===== src/rtl/mult_pkg.sv =====
// mult_pkg: shared types and constants for the Booth multiplier
//   state_e    : controller states IDLE/RUN
//   MULT_STEPS : Booth steps per operation
//   ACC_W      : accumulator width
//   EXT_W      : extended operand width
package mult_pkg;
    typedef enum logic [0:0] {IDLE = 1'b0, RUN = 1'b1} state_e;
    localparam int MULT_STEPS = 33;
    localparam int ACC_W = 34;
    localparam int EXT_W = 33;
endpackage


===== src/rtl/mult_if.sv =====
// mult_if: start/operand/result bundle between control unit and multiplier
//   master (control unit): drives mult, a, b [, multu]; reads high, low, mult_end, busy
//   slave  (multiplier)  : the reverse
//   multu exists only when MULT_MULTU_EN is defined
interface mult_if #(parameter int WIDTH = 32);
    logic             mult;
    logic [WIDTH-1:0] a;
    logic [WIDTH-1:0] b;
    logic [WIDTH-1:0] high;
    logic [WIDTH-1:0] low;
    logic             mult_end;
    logic             busy;
`ifdef MULT_MULTU_EN
    logic             multu;
`endif
    modport master (
`ifdef MULT_MULTU_EN
        output multu,
`endif
        output mult, a, b,
        input  high, low, mult_end, busy
    );
    modport slave (
`ifdef MULT_MULTU_EN
        input  multu,
`endif
        input  mult, a, b,
        output high, low, mult_end, busy
    );
endinterface


===== src/rtl/mult_booth_step.sv =====
// booth_step: one combinational radix-2 Booth step
//   i_aqq : current {A, Q, q-1}
//   i_m   : extended multiplicand M
//   o_aqq : {A +/- M, Q, q-1} arithmetically shifted right by one
module booth_step
    import mult_pkg::*;
(
    input  logic [ACC_W+EXT_W:0] i_aqq,
    input  logic [EXT_W-1:0]     i_m,
    output logic [ACC_W+EXT_W:0] o_aqq
);
    logic [ACC_W-1:0] w_a;
    logic [ACC_W-1:0] w_m;
    logic [ACC_W-1:0] w_sum;

    assign w_a = i_aqq[ACC_W+EXT_W:EXT_W+1];
    assign w_m = {i_m[EXT_W-1], i_m};

    always_comb begin
        w_sum = (i_aqq[1:0] == 2'b10) ? w_a - w_m :
                (i_aqq[1:0] == 2'b01) ? w_a + w_m : w_a;
        o_aqq = {w_sum[ACC_W-1], w_sum, i_aqq[EXT_W:1]};
    end
endmodule


===== src/rtl/mult.sv =====
// mult: multi-cycle 32x32 signed (optionally unsigned) Booth multiplier
//   clk   : rising-edge clock
//   reset : asynchronous active-low reset
//   bus   : mult_if slave (mult, a, b [, multu] in; high, low, mult_end, busy out)
//   Define MULT_MULTU_EN to add the multu (zero-extend) select.
module mult
    import mult_pkg::*;
#(
    parameter int WIDTH = 32
)(
    input  logic clk,
    input  logic reset,
    mult_if.slave bus
);
    localparam logic [0:0] ST_IDLE = IDLE;
    localparam logic [0:0] ST_RUN  = RUN;

    logic [0:0]             r_state;
    logic [5:0]             r_cnt;
    logic [EXT_W-1:0]       r_m;
    logic [ACC_W+EXT_W:0]   r_aqq;
    logic [WIDTH-1:0]       r_high;
    logic [WIDTH-1:0]       r_low;
    logic                   r_end;
    logic                   w_sx;
    logic [EXT_W-1:0]       w_ext_a;
    logic [EXT_W-1:0]       w_ext_b;
    logic [ACC_W+EXT_W:0]   w_next;

`ifdef MULT_MULTU_EN
    assign w_sx = ~bus.multu;
`else
    assign w_sx = 1'b1;
`endif

    assign w_ext_a = {bus.a[WIDTH-1] & w_sx, bus.a};
    assign w_ext_b = {bus.b[WIDTH-1] & w_sx, bus.b};

    booth_step u_step (
        .i_aqq (r_aqq),
        .i_m   (r_m),
        .o_aqq (w_next)
    );

    // Product is {A,Q}[63:0], i.e. w_next without the trailing q-1 bit.
    always_ff @(posedge clk or negedge reset) begin
        if (!reset) begin
            r_state <= ST_IDLE;
            r_cnt   <= '0;
            r_m     <= '0;
            r_aqq   <= '0;
            r_high  <= '0;
            r_low   <= '0;
            r_end   <= 1'b0;
        end else begin
            r_end <= 1'b0;
            if (r_state == ST_IDLE) begin
                if (bus.mult) begin
                    r_state <= ST_RUN;
                    r_cnt   <= '0;
                    r_m     <= w_ext_a;
                    r_aqq   <= {{ACC_W{1'b0}}, w_ext_b, 1'b0};
                end
            end else begin
                r_aqq <= w_next;
                r_cnt <= r_cnt + 6'd1;
                if (r_cnt == 6'(MULT_STEPS - 1)) begin
                    r_state <= ST_IDLE;
                    r_high  <= w_next[2*WIDTH:WIDTH+1];
                    r_low   <= w_next[WIDTH:1];
                    r_end   <= 1'b1;
                end
            end
        end
    end

    assign bus.high     = r_high;
    assign bus.low      = r_low;
    assign bus.mult_end = r_end;
    assign bus.busy     = (r_state == ST_RUN);
endmodule


===== src/flat_wrapper.sv =====
// flat-port wrapper written by rule: the top's interface ports become plain ports
module mult_flat import mult_pkg::*;
#(
    parameter int WIDTH = 32
)
  (clk, reset, bus_mult, bus_a, bus_b, bus_high, bus_low, bus_mult_end, bus_busy);
  mult_if #(.WIDTH(WIDTH)) bus_i ();
  input  logic clk;
  input  logic reset;
  input wire logic [$bits(bus_i.mult)-1:0] bus_mult;
  input wire logic [$bits(bus_i.a)-1:0] bus_a;
  input wire logic [$bits(bus_i.b)-1:0] bus_b;
  output wire logic [$bits(bus_i.high)-1:0] bus_high;
  output wire logic [$bits(bus_i.low)-1:0] bus_low;
  output wire logic [$bits(bus_i.mult_end)-1:0] bus_mult_end;
  output wire logic [$bits(bus_i.busy)-1:0] bus_busy;
  assign bus_i.mult = bus_mult;
  assign bus_i.a = bus_a;
  assign bus_i.b = bus_b;
  assign bus_high = bus_i.high;
  assign bus_low = bus_i.low;
  assign bus_mult_end = bus_i.mult_end;
  assign bus_busy = bus_i.busy;
  mult #(.WIDTH(WIDTH)) u_core (.clk(clk), .reset(reset), .bus(bus_i));
endmodule

===== config.mk =====
export PLATFORM = sky130hd
export DESIGN_NAME = mult_flat
export DESIGN_NICKNAME = d
export VERILOG_FILES = /design/src/rtl/mult_pkg.sv /design/src/rtl/mult_if.sv /design/src/rtl/mult_booth_step.sv /design/src/rtl/mult.sv /design/src/flat_wrapper.sv
export SDC_FILE = /design/constraint.sdc
export NUM_CORES = 1
export LEC_CHECK = 0
export ABC_AREA = 0
export CAP_MARGIN = 30
export CORE_MARGIN = 2
export CORE_UTILIZATION = 62
export CTS_CLUSTER_SIZE = 24
export DETAILED_ROUTE_END_ITERATION = 10
export HOLD_SLACK_MARGIN = 0.03
export PLACE_DENSITY_LB_ADDON = 0.25
export SLEW_MARGIN = 20
export SYNTH_ARGS = -nofsm -noshare
export SYNTH_HDL_FRONTEND = slang
export SYNTH_HIERARCHICAL = 1
export SYNTH_SLANG_ARGS = --single-unit
export TNS_END_PERCENT = 5

===== constraint.sdc =====
create_clock -name clk -period 7.7 [get_ports clk]
set_input_delay 1.155 -clock clk [delete_from_list [all_inputs] [get_ports clk]]
set_output_delay 1.155 -clock clk [all_outputs]
set_load 0.005 [all_outputs]

### Word level (Yosys, flattened, before mapping)

Cells that the tools add are included.

| word-level totals | value |
|---|---|
| register bits | 172 |
| input port bits | 67 |
| word-level logic and storage cells | 28 |

| cells by class | value |
|---|---|
| add/subtract/negate cells | 3 |
| eq/ne operators | 3 |
| mux-type cells | 11 |
| bitwise operators | 1 |
| reductions and logical operators | 3 |

Operators with widths:

| cell | number |
|---|---|
| two-way mux 68 bit | 2 |
| two-way mux 34 bit | 2 |
| adder 34 bit | 1 |
| subtractor 34 bit | 1 |
| two-way mux 6 bit | 2 |
| adder 6 x 1 -> 6 bit, second input constant | 1 |
| equality test 6 bit, second input constant | 1 |
| two-way mux 1 bit | 5 |
| AND reduction 2 bit | 2 |
| equality test 2 x 1 -> 1 bit, second input constant | 1 |
| equality test 2 bit, second input constant | 1 |
| nonzero test 2 bit | 1 |
| inverter 1 bit | 1 |

### Longest topological paths before layout

| logic depth | value |
|---|---|
| depth in word-level cells | 4 |
| depth in mapped cells | 14 |
| depth with buffers taken out | 14 |

### Hierarchy

Netlist, hierarchy kept.

Modules (own cells, without submodules):

| module | instances | cells each | area an instance (um^2) |
|---|---|---|---|
| mult | 1 | 529 | 6,865.3 |
| booth_step | 1 | 752 | 4,885.9 |

### Least setup slack after synthesis

OpenSTA, ideal clock, no wires.

| path | value |
|---|---|
| kind | reg2reg |
| start point | register u_core.r_aqq[40] |
| end point | register u_core.r_high[31], in the netlist u_core/bus.high[31] |
| library setup time | 0.125 ns |
| data arrival time | 2.873 ns |
| data required time | 7.575 ns |
| setup slack | 4.702 ns |
| stages on the path, launching flop included | 13 |
| buffers on the path | 1 |
| period minus slack after synthesis | 2.998 ns |
| cell sequence | dfrtp_1 > ha_1 > buf_4 > inv_1 > a2111o_1 > o21ai_2 > a21oi_4 > or4b_4 > a41oi_4 > nor4_2 > mux2i_1 > a221oi_2 > mux2_2 |

| between the ends | value |
|---|---|
| word-level cells in the longest chain between the ends | 3 |
| elaborated cells on any way between the ends | 4 |
| classes of those cells | 2 x add/sub; 2 x mux |

Ends and longest elaborated chain:

| what | line | text |
|---|---|---|
| start: declaration | mult.sv:21 | `logic [ACC_W+EXT_W:0] r_aqq;` |
| start signal: assignment | mult.sv:62 | `r_aqq <= {{ACC_W{1'b0}}, w_ext_b, 1'b0};` |
| start signal: assignment | mult.sv:65 | `r_aqq <= w_next;` |
| adder 34 bit | mult_booth_step.sv:21 | `(i_aqq[1:0] == 2'b01) ? w_a + w_m : w_a;` |
| two-way mux 34 bit | mult_booth_step.sv:21 |  |
| two-way mux 34 bit * | mult_booth_step.sv:20 | `w_sum = (i_aqq[1:0] == 2'b10) ? w_a - w_m :` |
| named net u_core.w_next[64] | mult.sv:28 | `logic [ACC_W+EXT_W:0] w_next;` |
| end signal: assignment | mult.sv:69 | `r_high <= w_next[2*WIDTH:WIDTH+1];` |
| end: declaration | mult.sv:22 | `logic [WIDTH-1:0] r_high;` |

Mark *: on every way through the listed nets, which the timed path passes. The rest lies on a longest branch.
A chain may end at the register's enable or synchronous reset.

### Final worst setup path

| path | value |
|---|---|
| start point | register u_core.r_aqq[39] |
| end point | register u_core.r_high[28], in the netlist u_core/bus.high[28] |

Same word-level chain as after synthesis.

==> metrics.csv <==
stage,metric,value,unit
grt,first-pass GRT wire length,51080,µm
synth,Syn Area/Cell,9.174,µm²
drt,Vias/cell,6.366,
drt,WL final,31250,µm
final_layout,cell area after layout,13500,µm²
synth,number of distinct library cells after synthesis,92,
synth,"Primary FF master, synth",dfrtp_1,
drt,vias,10039,
die,Die Ht,141.7,µm
clock_tree,Setup Buffers After CTS,0,
clock_tree,clk root buf,clkbuf_16,
grt,largest net degree at the start of global routing,66,
setup_path,CP max stage delay,810,ps
die,io pins,133,
final_layout,NumNets Final,1467,
power,PD cells,547.3,nW/µm²
clock_tree,TritonCTS clock tree,built,
timing,minimum clock period,3965,ps
setup_path,"reg-to-reg slack, setup",3730,ps
timing,Fmax,252.2,MHz
clock_tree,post-CTS resize count,0,
final_layout,"most common cell after layout, fill and taps aside",nand2_1,
placed_design,placed cells,1545,
final_layout,Layout Cells excl Fill,1577,
timing,RSZ-0062 raised after global routing,no,
clock_tree,clock buffer depth,2,
final_layout,share of cells above drive strength 1,0.1109,
hold_path,worst hold path class,flop to flop,
placed_design,dpl ws,3912,ps
timing,Max-slew headroom,0.3327,
placed_design,Post-DP Area,12860,µm²
setup_path,"Slowest-stage cell, CP",nor3_1,
flow_run,max_cap viols,0,
drt,DRT Pass-1 Iters,6,
placed_design,Final GP Congestion,0.9871,
final_layout,ANT cells,0,
die,width of the chip,141.7,µm
grt,vias in the first global route,9963,
setup_path,Worst Path Buf+Inv,0,
grt,Total GRT Usage,0.3161,
drt,initial detailed-routing violation count,1003,
power,Clk pwr share,0.125,
synth,Mapped Area,11750,µm²
grt,total grt overflow,0,
power,VDD IR max,0.0002070,V
power,Reg power frac,0.238,
timing,Setup-failing EPs final,0,
setup_path,critical path type,flop to flop,
final_layout,Util after Layout,0.7242,
power,P_int,3872,µW
timing,actual slew at the worst max-slew pin,993.3,ps
timing,Worst Skew,24.89,ps
setup_path,"Max FO, Critical Path",12,
setup_path,crit path DAT,4350,ps
power,Combinational Power Share,0.638,
setup_path,crit path cell chain,ha_1 -> nor3b_1 -> nor3_1 -> o22ai_2 -> o32ai_1 -> nor3_1 -> o211ai_1 -> xnor2_1 -> a221oi_1 -> mux2_4,
setup_path,Crit path required time,8080,ps
placed_design,port bufs,132,
die,starting density of the core,0.6303,
synth,register area share after synthesis,0.3663,
synth,Synth async-reset ratio,1.000,
timing,final setup TNS,0,ps
clock_tree,CTS H-Tree Depth,4,
setup_path,Worst setup EP type,flop,
placed_design,hpwl dp,21340,µm
timing,Final Hold Vio Count,0,
power,Psw,3517,µW
die,site row count,50,
synth,synthesized flop and latch total,172,
drt,DR WL/cell,19.82,µm
clock_tree,"Reg clk slew, reported paths",80,ps
clock_tree,CTS sink cnt,172,
die,CORE AREA,18640,µm²
die,die footprint,20070,µm²
power,Pleak,0.006229,µW
final_layout,"commonest non-fill, non-tap cells in the layout","174 x nand2_1, 171 x dfrtp_1, 130 x clkdlybuf4s50_1",
setup_path,CP top delay family,simple AND/OR/NAND/NOR gates,
setup_path,most numerous cell on the critical path,nor3_1,
final_layout,area grow syn2layout,14.88,%
synth,yosys warns,6,
synth,syn_nets,1418,
drt,drt drc,0,
synth,Gate Count Post-Synth,1281,
timing,final slew viol count,0,
clock_tree,TritonCTS buffer count,17,
setup_path,Startpoint Class,flop,
drt,ANT nets after route,0,
grt,initial antenna violation count,0,
outcome,status,finished clean,
power,switching part of the total,0.4760,
synth,Post-synth EDFFs,0,
timing,fin worst setup slack,3735,ps
clock_tree,number of hold buffers added after cts,0,
timing,Final Cycle Share,0.5150,
clock_tree,clk_lat worst skew,450,ps
## synthesized netlist by cell type, types with 22 or more instances
library cell | number | share of area
ha_1 | 68 | 0.072
mux2i_1 | 38 | 0.032
nand3_1 | 22 | 0.0094
mux2_4 | 49 | 0.063
dfrtp_1 | 172 | 0.37
a22o_1 | 37 | 0.028
a21oi_1 | 95 | 0.040
o21ai_0 | 60 | 0.026
clkbuf_1 | 47 | 0.015
nor2_1 | 82 | 0.026
buf_4 | 37 | 0.024
nand2_1 | 174 | 0.056
inv_1 | 67 | 0.021
## cell families after synthesis
kind of cell / Yosys count / share of synthesized area
AO/OA/AOI/OAI: 381 / 0.2249
XOR/XNOR: 5 / 0.003726
adder cells (fa/ha/maj): 70 / 0.07581
buffers and inverters: 188 / 0.07868
flip-flops: 172 / 0.3663
multiplexers: 104 / 0.1113
AND/OR/NAND/NOR: 361 / 0.1394
## per-layer routing
| metal | track usage | routed length [µm] | part of all wire |
|---|---|---|---|
| met1 | 0.4214 | 13680 | 0.44 |
| met2 | 0.5107 | 14540 | 0.47 |
| met3 | 0.07189 | 2274 | 0.073 |
| met4 | 0.1100 | 753 | 0.024 |
| met5 | 0 | 0 | 0 |
## metrics by stage
step	hold slack [ps]	power (µW)
after floorplan	452.6	5150
after global placement	485.0	6238
after detailed placement	491.5	6336
after CTS	510.5	7308
after global routing	521.1	7912
final	507.8	7389
## area by class of cell
type,instances,area (µm²)
repair buffers,147,1450
clock buffers,17,425.4
fillers,1439,5142
multi-input cells,921,6545
inverters,71,266.5
flip-flops and latches,172,4308
well taps,234,292.8
clock inverters,15,212.7
## power groups by stage
stage | Combinational (µW) | Sequential [µW] | Clock (µW)
floorplan | 3500 | 1650 | 0
global placement | 4500 | 1740 | 0
detailed placement | 4580 | 1760 | 0
CTS | 4610 | 1760 | 936
global route | 5120 | 1820 | 970
finish | 4710 | 1760 | 920
## registers in the layout (all words and copies together), names as in the netlist
name                 count
u_core/bus.busy          1
u_core/bus.high         32
u_core/bus.low          32
u_core/bus.mult_end      1
u_core/r_aqq            68
u_core/r_cnt             6
u_core/r_m              32
## worst paths after layout
path,end,from,cells past startpoint
worst max-delay path,u_core/bus.high[28],u_core/r_aqq[39],10
worst min-delay path,u_core/bus.low[7],u_core/bus.low[7],1
worst max register to register,u_core/bus.high[28],u_core/r_aqq[39],10
worst min register to register,u_core/bus.low[7],u_core/bus.low[7],1
max in group asynchronous,u_core/bus.busy,reset,2
min in group asynchronous,u_core/r_m[14],reset,1
No activity file was read; power rests on OpenSTA's default activity.
